File: src/rtl/conv_wb_arbiter.sv
`default_nettype none
// ============================================================================
//  Module   : conv_wb_arbiter
//  Purpose  : Arbitrates the shared vector-memory write port between the
//             convolution result stream (through a 4-entry FIFO) and the
//             memory-stage vector store. Conv results are written to
//             consecutive addresses starting at cfg_base for cfg_limit results.
//  Options  : CONV_WB_AGING_EN - when defined, a conv entry that has been
//             starved by 8 consecutive memory wins is given the next slot.
//  Revision : 1.0 - initial release
// ============================================================================
module conv_wb_arbiter (
  input  logic         clk,
  input  logic         reset,       // asynchronous, active-low
  input  logic         cfg_start,
  input  logic [15:0]  cfg_base,
  input  logic [15:0]  cfg_limit,
  input  logic         conv_write,
  input  logic [127:0] conv_v,
  output logic         conv_full,
  input  logic         mem_req,
  input  logic [15:0]  mem_addr,
  input  logic [127:0] mem_data,
  output logic         mem_gnt,
  output logic         wr_en,
  output logic [15:0]  wr_addr,
  output logic [127:0] wr_data,
  output logic         busy,
  output logic         done,
  output logic         overflow
);

  localparam logic [1:0] ST_IDLE  = 2'd0;
  localparam logic [1:0] ST_RUN   = 2'd1;
  localparam logic [1:0] ST_DRAIN = 2'd2;
  localparam logic [1:0] ST_DONE  = 2'd3;

  localparam logic [2:0] C_FIFO_DEPTH = 3'd4;

  // Registered state
  logic [1:0]   state_q,     state_d;
  logic [2:0]   count_q,     count_d;
  logic [1:0]   rd_ptr_q,    rd_ptr_d;
  logic [1:0]   wr_ptr_q,    wr_ptr_d;
  logic [15:0]  base_q,      base_d;
  logic [15:0]  limit_q,     limit_d;
  logic [15:0]  acc_q,       acc_d;       // results accepted into the FIFO
  logic [15:0]  idx_q,       idx_d;       // results written to memory
  logic         overflow_q,  overflow_d;
  logic         conv_full_q, conv_full_d;
  logic         wr_en_q,     wr_en_d;
  logic [15:0]  wr_addr_q,   wr_addr_d;
  logic [127:0] wr_data_q,   wr_data_d;

  logic [127:0] fifo_q [0:3];

  // Arbitration wires
  logic w_age_trig;
  logic w_force_conv;
  logic w_mem_win;
  logic w_pop;
  logic w_push;

`ifdef CONV_WB_AGING_EN
  logic [3:0] age_q, age_d;

  assign w_age_trig = (age_q == 4'd8);

  // Count consecutive memory wins that leave a conv entry waiting
  always_comb begin
    age_d = age_q;
    if (cfg_start || (count_q == 3'd0) || w_pop) begin
      age_d = 4'd0;
    end else if (w_mem_win) begin
      age_d = age_q + 4'd1;
    end
  end

  // Aging counter register
  always_ff @(posedge clk or negedge reset) begin
    if (!reset) begin
      age_q <= 4'd0;
    end else begin
      age_q <= age_d;
    end
  end
`else
  assign w_age_trig = 1'b0;
`endif

  // A full FIFO (or a starved entry) takes the port regardless of mem_req.
  // Pops use count_q, so an entry is never popped in its own push cycle.
  assign w_force_conv = (count_q == C_FIFO_DEPTH) || w_age_trig;
  assign w_mem_win    = mem_req && !w_force_conv;
  assign w_pop        = (count_q != 3'd0) && !w_mem_win && !cfg_start;
  assign w_push       = conv_write && (state_q == ST_RUN) && !conv_full_q && !cfg_start;

  // Next-state: FIFO bookkeeping, write-port mux, job FSM and restart
  always_comb begin
    state_d    = state_q;
    count_d    = count_q;
    rd_ptr_d   = rd_ptr_q;
    wr_ptr_d   = wr_ptr_q;
    base_d     = base_q;
    limit_d    = limit_q;
    acc_d      = acc_q;
    idx_d      = idx_q;
    overflow_d = overflow_q;
    wr_en_d    = 1'b0;
    wr_addr_d  = wr_addr_q;
    wr_data_d  = wr_data_q;

    if (w_pop) begin
      wr_en_d   = 1'b1;
      wr_addr_d = base_q + idx_q;
      wr_data_d = fifo_q[rd_ptr_q];
      rd_ptr_d  = rd_ptr_q + 2'd1;
      idx_d     = idx_q + 16'd1;
    end else if (w_mem_win) begin
      wr_en_d   = 1'b1;
      wr_addr_d = mem_addr;
      wr_data_d = mem_data;
    end

    if (w_push) begin
      wr_ptr_d = wr_ptr_q + 2'd1;
      acc_d    = acc_q + 16'd1;
    end

    unique case ({w_push, w_pop})
      2'b10:   count_d = count_q + 3'd1;
      2'b01:   count_d = count_q - 3'd1;
      default: count_d = count_q;
    endcase

    if (conv_write && !w_push) begin
      overflow_d = 1'b1;
    end

    unique case (state_q)
      ST_RUN:   if (acc_d == limit_q) state_d = ST_DRAIN;
      ST_DRAIN: if (count_q == 3'd0)  state_d = ST_DONE;
      default:  state_d = state_q;
    endcase

    // Restart overrides everything except the already-selected write beat
    if (cfg_start) begin
      count_d    = 3'd0;
      rd_ptr_d   = 2'd0;
      wr_ptr_d   = 2'd0;
      acc_d      = 16'd0;
      idx_d      = 16'd0;
      base_d     = cfg_base;
      limit_d    = cfg_limit;
      overflow_d = 1'b0;
      state_d    = (cfg_limit == 16'd0) ? ST_DONE : ST_RUN;
    end

    conv_full_d = (count_d == C_FIFO_DEPTH);
  end

  // Control and output registers
  always_ff @(posedge clk or negedge reset) begin
    if (!reset) begin
      state_q     <= ST_IDLE;
      count_q     <= 3'd0;
      rd_ptr_q    <= 2'd0;
      wr_ptr_q    <= 2'd0;
      base_q      <= 16'd0;
      limit_q     <= 16'd0;
      acc_q       <= 16'd0;
      idx_q       <= 16'd0;
      overflow_q  <= 1'b0;
      conv_full_q <= 1'b0;
      wr_en_q     <= 1'b0;
      wr_addr_q   <= 16'd0;
      wr_data_q   <= 128'd0;
    end else begin
      state_q     <= state_d;
      count_q     <= count_d;
      rd_ptr_q    <= rd_ptr_d;
      wr_ptr_q    <= wr_ptr_d;
      base_q      <= base_d;
      limit_q     <= limit_d;
      acc_q       <= acc_d;
      idx_q       <= idx_d;
      overflow_q  <= overflow_d;
      conv_full_q <= conv_full_d;
      wr_en_q     <= wr_en_d;
      wr_addr_q   <= wr_addr_d;
      wr_data_q   <= wr_data_d;
    end
  end

  // FIFO storage; contents are only meaningful under count_q, so no reset
  always_ff @(posedge clk) begin
    if (w_push) begin
      fifo_q[wr_ptr_q] <= conv_v;
    end
  end

  assign conv_full = conv_full_q;
  assign mem_gnt   = w_mem_win && reset;
  assign wr_en     = wr_en_q;
  assign wr_addr   = wr_addr_q;
  assign wr_data   = wr_data_q;
  assign busy      = (state_q == ST_RUN) || (state_q == ST_DRAIN);
  assign done      = (state_q == ST_DONE);
  assign overflow  = overflow_q;

endmodule
`default_nettype wire

File: config.mk
export PLATFORM = sky130hd
export DESIGN_NAME = conv_wb_arbiter
export DESIGN_NICKNAME = d
export VERILOG_FILES = /design/src/rtl/conv_wb_arbiter.sv
export SDC_FILE = /design/constraint.sdc
export NUM_CORES = 1
export LEC_CHECK = 0
export BUFFER_PORTS_ARGS = -buffer_cell sky130_fd_sc_hd__clkbuf_2
export CORE_AREA = 5 5 225 227
export DETAILED_ROUTE_END_ITERATION = 6
export DIE_AREA = 0 0 230 232
export PLACE_DENSITY = 0.83
export SYNTH_ARGS = -nofsm -noshare
export SYNTH_HDL_FRONTEND = slang
export SYNTH_SLANG_ARGS = --single-unit
File: constraint.sdc
create_clock -name clk -period 8 [get_ports clk]
set_input_delay 1.6 -clock clk [delete_from_list [all_inputs] [get_ports clk]]
set_output_delay 1.6 -clock clk [all_outputs]
set_load 0.05 [all_outputs]
; ---- Yosys cells after proc, flatten, opt, wreduce, memory -nomap -nowiden
; Memories as Yosys holds them, arrays and structs flattened.
; Index checks and enable logic that the tools add are counted.
[totals]
word_cells = 79
romBits = 0
latchBits = 0
ff_bits = 220
inputBits = 309
out_inout_bits = 150
memories = 1
mem_bits_rw = 512
[op_classes]
n_mux = 25
magnitude_cmp = 0
reduce_logical = 23
n_shift = 0
n_div = 0
addsub = 7
eq_ne = 10
n_bitwise = 0
multipliers = 0
[memory_table]
columns = name, depth, width, rd, rd_ports_with_merged_regs, write_ports, line
row1 = fifo_q, 4, 128, 1, 0, 1, 55  ; logic [127:0] fifo_q [0:3];
[ops]
columns = cell, n
row1 = 128-bit 2-to-1 mux, 2
row2 = 16-bit 2-to-1 mux, 6
row3 = 16-bit by 1-bit adder with 16-bit output (second input constant), 2
row4 = 16-bit adder, 1
row5 = 16-bit == test, 1
row6 = 16-bit logical NOT, 1
row7 = 2-bit 2-to-1 mux, 8
row8 = 1-bit logical AND, 8
row9 = 2-bit nonzero test, 4
row10 = 2-bit == test (second input constant), 3
row11 = 3-bit == test (second input constant), 2
row12 = 1-bit 2-to-1 mux, 6
row13 = 3-bit != test (second input constant), 2
row14 = 3-bit one-hot mux with 2 select lines, 1
row15 = 3-bit nonzero test, 2
row16 = 1-bit logical NOT, 5
row17 = 2-bit by 1-bit adder with 2-bit output (second input constant), 2
row18 = 2-bit by 1-bit == test with 1-bit output (second input constant), 2
row19 = 2-bit one-hot mux with 2 select lines, 1
row20 = 3-bit by 1-bit adder with 3-bit output (second input constant), 1
row21 = 3-bit logical NOT, 1
row22 = 3-bit 2-to-1 mux, 1
row23 = 3-bit AND reduction, 1
row24 = 3-bit by 1-bit subtractor with 3-bit output (second input constant), 1
row25 = 1-bit logical OR, 1

; ---- Depth between registers and ports, before layout
; Gate-level depths: netlist of run 1.
[depth]
word_depth = 10
ltp_mapped = 12

; ---- Least setup slack after synthesis of run 1
; No wires, ideal clock.
[synth_path]
path_kind = input port to flip-flop
from = input port cfg_start
to = memory fifo_q[0][0] (enable)
n_path_buf = 1
required_ns = 7.498
arrival_ns = 5.104
setup_ns = 0.502
setup_slack_ns = 2.393
path_stages = 3
cell_sequence = and4bb_1 clkbuf_1 and2_1
[synth_between]
elab_chain_cells = 4
[synth_rtl]
columns = item, line
row1 = from (decl), 15  ; input logic cfg_start,
row2 = 1-bit logical NOT, 96  ; assign w_push = conv_write && (state_q == ST_RUN) && !conv_full_q && !cfg_start;
row3 = 1-bit logical AND, 96
row4 = 1-bit 2-to-1 mux, 197  ; if (w_push) begin
row5 = 1-bit 2-to-1 mux (implied by the code), 198  ; fifo_q[wr_ptr_q] <= conv_v;
row6 = to (decl), 55
; Every way passes these cells.

; ---- Worst setup path after layout of run 1
[layout_path]
from = input port mem_req
to = register wr_addr_q[14] (netlist: wr_addr[14])
[layout_between]
elab_chain_cells = 5
elab_cells_between_ends = 6
classes_between = mux (1) / reduce/logical (5)
[layout_rtl]
columns = item, line
row1 = from (decl), 21  ; input logic mem_req,
row2 = 1-bit logical AND (*), 94  ; assign w_mem_win = mem_req && !w_force_conv;
row3 = 1-bit logical NOT, 95  ; assign w_pop = (count_q != 3'd0) && !w_mem_win && !cfg_start;
row4 = 1-bit logical AND (2 in series), 95
row5 = 16-bit 2-to-1 mux or 2-bit nonzero test (tied branches), -
row6 = to (signal assigned), 190  ; wr_addr_q <= wr_addr_d;
row7 = to (decl), 52  ; logic [15:0] wr_addr_q, wr_addr_d;
; Every way passes the cells marked *; elsewhere a longest branch is shown, timed or not.
; A chain may end at the register's enable or synchronous reset.

==> results of run 1 <==
## state kept, by name, summed over array words and instances, names as in the netlist, 3 cells and up
| name | count |
|---|---|
| wr_addr | 16 |
| base_q | 16 |
| wr_data | 128 |
| limit_q | 16 |
| idx_q | 16 |
| fifo_q | 512 |
| acc_q | 16 |
| count_q | 3 |
## area by class of cell
| cell class | count | area share |
|---|---|---|
| well taps | 622 | 0.0224 |
| diodes | 13 | 0.000938 |
| clock buffers | 103 | 0.0628 |
| clock inverters | 36 | 0.0102 |
| multi-input cells | 958 | 0.227 |
| flip-flops and latches | 732 | 0.602 |
| inverters | 27 | 0.00300 |
| repair buffers | 473 | 0.0711 |
## cell usage in the layout, fill, tap and decap left out, types with 22 or more instances in the layout
| cell type | count |
|---|---|
| mux2_2 | 26 |
| mux4_2 | 128 |
| dfrtp_1 | 218 |
| inv_1 | 25 |
| edfxtp_1 | 512 |
| clkbuf_2 | 457 |
| nand2_1 | 305 |
| xnor2_1 | 24 |
| nand3_1 | 23 |
| clkbuf_16 | 79 |
| a21oi_1 | 22 |
| ha_1 | 25 |
| nor2_1 | 63 |
| a22oi_1 | 135 |
| o21ai_0 | 30 |
## how the worst max path moves through the flow
| stage | start | end | depth (start not counted) |
|---|---|---|---|
| after floorplan | cfg_start | fifo_q[0][0] | 3 |
| after global placement | mem_req | conv_full | 9 |
| after detailed placement | mem_req | wr_addr[14] | 8 |
| after CTS | mem_req | wr_addr[14] | 8 |
| after global routing | mem_req | conv_full | 9 |
| final | mem_req | wr_addr[14] | 8 |
## critical path, stage by stage
cell,delay (ns)
clkbuf_2,0.12
o21ai_1,0.76
nand2b_1,0.74
inv_4,0.76
buf_4,0.80
nand3_1,0.15
a211oi_1,0.24
a211oi_1,0.07
## cell families (layout without fill, tap and decap cells)
family	count (synthesis)	count (layout)	synth area share
flops	732	732	0.714
simple gates	485	485	0.0739
xor+xnor	45	45	0.0135
fa+ha+maj	27	27	0.0121
mux	161	161	0.111
other cells	0	13	0
compound gates	240	240	0.0582
buf+inv	127	639	0.0168
## metal layers
metal	GRT usage	share of wire	up-vias	wire [um]
li1	-	-	7905	-
met3	0.0813	0.098	199	6960
met4	0.100	0.039	18	2760
met1	0.351	0.37	9052	26100
met2	0.422	0.49	964	34700
met5	0	0.0018	-	126
## metrics by stage
| stage | total power (W) | instance area [um^2] | setup WS, ns | cells |
|---|---|---|---|---|
| 2_1_floorplan | 0.00531 | 29200 | 2.39 | 1817 |
| 3_3_place_gp | 0.00568 | 32100 | 2.88 | 2812 |
| 3_5_place_dp | 0.00572 | 32100 | 2.64 | 2812 |
| 4_1_cts | 0.00923 | 34600 | 3.26 | 2951 |
| 5_1_grt | 0.00951 | 34700 | 2.97 | 2960 |
| 6_report | 0.00918 | 34700 | 3.24 | 2964 |
## power breakdown
part	total (W)	internal [W]	switching, W	leakage, nW
logic	0.00127	0.000388	0.000883	4.91
registers	0.00439	0.00426	0.000124	7.35
clock network	0.00352	0.00206	0.00147	1.23
==> results.cfg, run 1 <==
[setup_path]
r2r-end = wr_addr[14]
cp-start-kind = primary input
r2r_slack_ns = 3.66
end_kind = flop
reg2regPathDepth = 8
crit_arrival_ns = 5.24
cp_max_fo = 77
cp_data_required_time_ns = 8.48
reg2reg_from = count_q[0]
worstSetupPathType = in -> reg

[global_route]
overflow = 0
antenna_found_initial = 21
grt_max_degree = 141
grtUsageTotal = 0.265
grt_pass1_vias = 18600
grt_pass1_wl_um = 108000

[route]
routedWlPerCell_um = 23.9
drc = 0
drt-initial-drc-count = 1978
drt-pass1-iter-count = 6
routed_wl_um = 70700
routed_via_density = 6.12
num_vias = 18100
antenna_left = 0

[die]
die_w_um = 230
pin_count = 459
core_um2 = 48400
num_rows = 81
fp.dieH_um = 232
die_area_um2 = 53400
initial_core_util = 0.603

[place]
place_congestion = 0.911
io_buffers = 458
hpwl_um = 44700

[clock_tree]
ctsRootBufferMaster = clkbuf_16
cts_buffers = 75
worstSkewPairLatency_ns = 0.60
htreeDepth = 3
cts_sinks = 732
hold_buffers = 0
clk_pin_slew_worst_paths_ns = 0.06
cts.repair.resized = 0
ctsLongestPathBuffers = 3
cts_tree = built
cts_setup_buffers = 0

[timing]
fin_setup_tns_ns = 0
max_freq_mhz = 210
min_period_over_period = 0.595
worstMarginPinSlew_ns = 1.08
rsz0062_at_grt = false
fin_crit_ns = 4.76
fin_hold_ws_ns = 0.466
max_slew_margin = 0.283
finalMaxSlewViolations = 0
fin_skew_ns = 0.0183
hold_violations = 0
setup_violations = 0

[power_and_ir_drop]
p_per_area_nw_per_um2 = 265
power_leakage_nw = 13.5
ir_drop_mv = 0.250

[synth]
synth_edf_count = 512
synth_warnings = 0
synthCells = 1817
synth_commonest_cells = 512 x edfxtp_1, 305 x nand2_1, 220 x dfrtp_1, 135 x a22oi_1, 128 x mux4_2
synth.distinct_cells = 68
seq_area_frac_synth = 0.714
syn_nets = 2153
yosysMostFrequentCell = edfxtp_1
synth_flop_cell = edfxtp_1
ys_ff_latch = 732
async_reset_ff_frac = 0.301
syn_area_um2 = 29200
syn_area_per_cell_um2 = 16.1
synthTopCellsByArea = edfxtp_1 53%, dfrtp_1 19%, mux4_2 9.9%
synth_top_area_cell = edfxtp_1
synth_top_area_frac = 0.526

[finish]
seqCellArea_um2 = 20900
drive_gt1_frac = 0.329
fill_cells = 2977
layout.nets = 2603
final_util = 0.716
multiInputGateArea_um2 = 7880
area_growth_pct = 18.6

[min_path]
holdPathEnd = wr_data[123]
hold_start = wr_data[123]
hold_path_class = reg -> reg
hold_path_depth = 2

[outcome]
status = finished clean

[flow_run]
drv_cap = 0
No activity file was read; power rests on OpenSTA's default activity.
==> run 2, diff against run 1 <==
- CORE_AREA: 5 5 225 227 -> 5 5 246 248
- DIE_AREA: 0 0 230 232 -> 0 0 251 253
- PLACE_DENSITY: 0.83 -> 0.73
- clock period: 8 -> 3.9 ns (I/O delays scaled with it)
==> results.cfg, run 2 (synthesized netlist as in run 1, its figures left out) <==
[outcome]
status = finished clean

[finish]
final_cell_mix = 512 x edfxtp_1, 457 x clkbuf_2, 305 x nand2_1
largest_register_ff_count = 512
layout_commonest_cell = edfxtp_1
layout.nets = 2616
drive_gt1_frac = 0.329
finalNonFillerCells = 3121
final_util = 0.603
area_growth_pct = 20.2
regMostFlops = fifo_q

[timing]
finalMaxSlewViolations = 0
min_period_over_period = 0.785
hold_violations = 0
fin_hold_ws_ns = 0.0557
worstMarginPinSlew_ns = 0.929
fin_skew_ns = 0.0183
rsz0062_at_grt = false
max_freq_mhz = 327
setup_violations = 0
fin_setup_tns_ns = 0
fin_crit_ns = 3.06
max_slew_margin = 0.381

[setup_path]
end_kind = flop
worstSetupPathType = reg -> reg
cp_data_required_time_ns = 4.39
cp-start-kind = flop
crit_arrival_ns = 3.56
cp_max_fo = 33

[power_and_ir_drop]
ir_drop_mv = 0.369
clockPowerShare = 0.390
p_seq_frac = 0.471
p_sw_w = 0.00495
total_power_w = 0.0190
p_int_w = 0.0141
power_leakage_nw = 13.6
combPwrFrac = 0.138
switching_share = 0.260
p_per_area_nw_per_um2 = 542

[clock_tree]
cts_buffers = 75
cts.repair.resized = 0
htreeDepth = 3
clk_pin_slew_worst_paths_ns = 0.06
ctsLongestPathBuffers = 3
cts_setup_buffers = 0
hold_buffers = 0
cts_tree = built
ctsRootBufferMaster = clkbuf_16
worstSkewPairLatency_ns = 0.59
cts_sinks = 732

[global_route]
grt_pass1_vias = 18500
grt_max_degree = 102
grtUsageTotal = 0.216
overflow = 0
antenna_found_initial = 19
grt_pass1_wl_um = 107000

[route]
drt-pass1-iter-count = 7
drt-initial-drc-count = 1509
routed_via_density = 5.69
antenna_left = 0
routed_wl_um = 69200
num_vias = 17800
drc = 0
routedWlPerCell_um = 22.2

[die]
die_area_um2 = 63500
core_um2 = 58200
initial_core_util = 0.502
fp.dieH_um = 253
die_w_um = 251
num_rows = 89
pin_count = 459

[place]
io_buffers = 458
hpwl_um = 46000
dp_cells = 2976
place_congestion = 0.857

[min_path]
hold_path_class = in -> async

[flow_run]
drv_cap = 0
run 2: worst paths after layout:
kind | startpoint | to | slack, ns | cells past startpoint
max in group asynchronous | reset | rd_ptr_q[1] | 2.77 | 2
setup / recovery | count_q[0] | conv_full | 0.84 | 10
setup reg to reg | count_q[0] | conv_full | 0.84 | 10
hold / removal | reset | count_q[0] | 0.06 | 1
hold reg to reg | wr_data[59] | wr_data[59] | 0.46 | 2
min in group clk | conv_v[17] | fifo_q[2][17] | 0.39 | 1
run 2: power by group through the flow:
stage / Clock, W / Sequential, W / Combinational [W]
2_1_floorplan: 0 / 0.00992 / 0.000960
3_3_place_gp: 0 / 0.00910 / 0.00260
3_5_place_dp: 0 / 0.00912 / 0.00265
4_1_cts: 0.00757 / 0.00897 / 0.00266
5_1_grt: 0.00792 / 0.00901 / 0.00282
6_report: 0.00742 / 0.00897 / 0.00263
run 2: metal layers:
metal | share of wire | up-vias | track usage
li1 | - | 7908 | -
met1 | 0.40 | 8981 | 0.294
met2 | 0.48 | 735 | 0.348
met3 | 0.094 | 125 | 0.0628
met4 | 0.024 | 20 | 0.0611
met5 | 0.0021 | - | 0
run 2: layout make-up:
class,count,area [um^2]
fillers,4262,23100
flip-flops and latches,732,20900
multi-input cells,958,7880
repair buffers,486,2700
clock buffers,109,2150
well taps,773,967
clock inverters,28,434
inverters,27,104
diodes,8,20.0
run 2: per-stage QoR:
step                worst slack (ns)  area [um^2]
global route                   0.628        35100
CTS                            0.840        35100
finish                         0.838        35100
detailed placement             0.705        32500
global placement               0.717        32500
floorplan                      0.531        29200
run 2: critical path: stages, from the launching register on:
cell,delay (ns)
dfrtp_1,0.45
or3b_1,0.45
o21ai_1,0.11
buf_4,0.21
nand2b_1,0.13
inv_4,0.34
ha_1,0.29
fa_1,0.44
mux2i_1,0.16
nor2_1,0.08
nor4_1,0.29
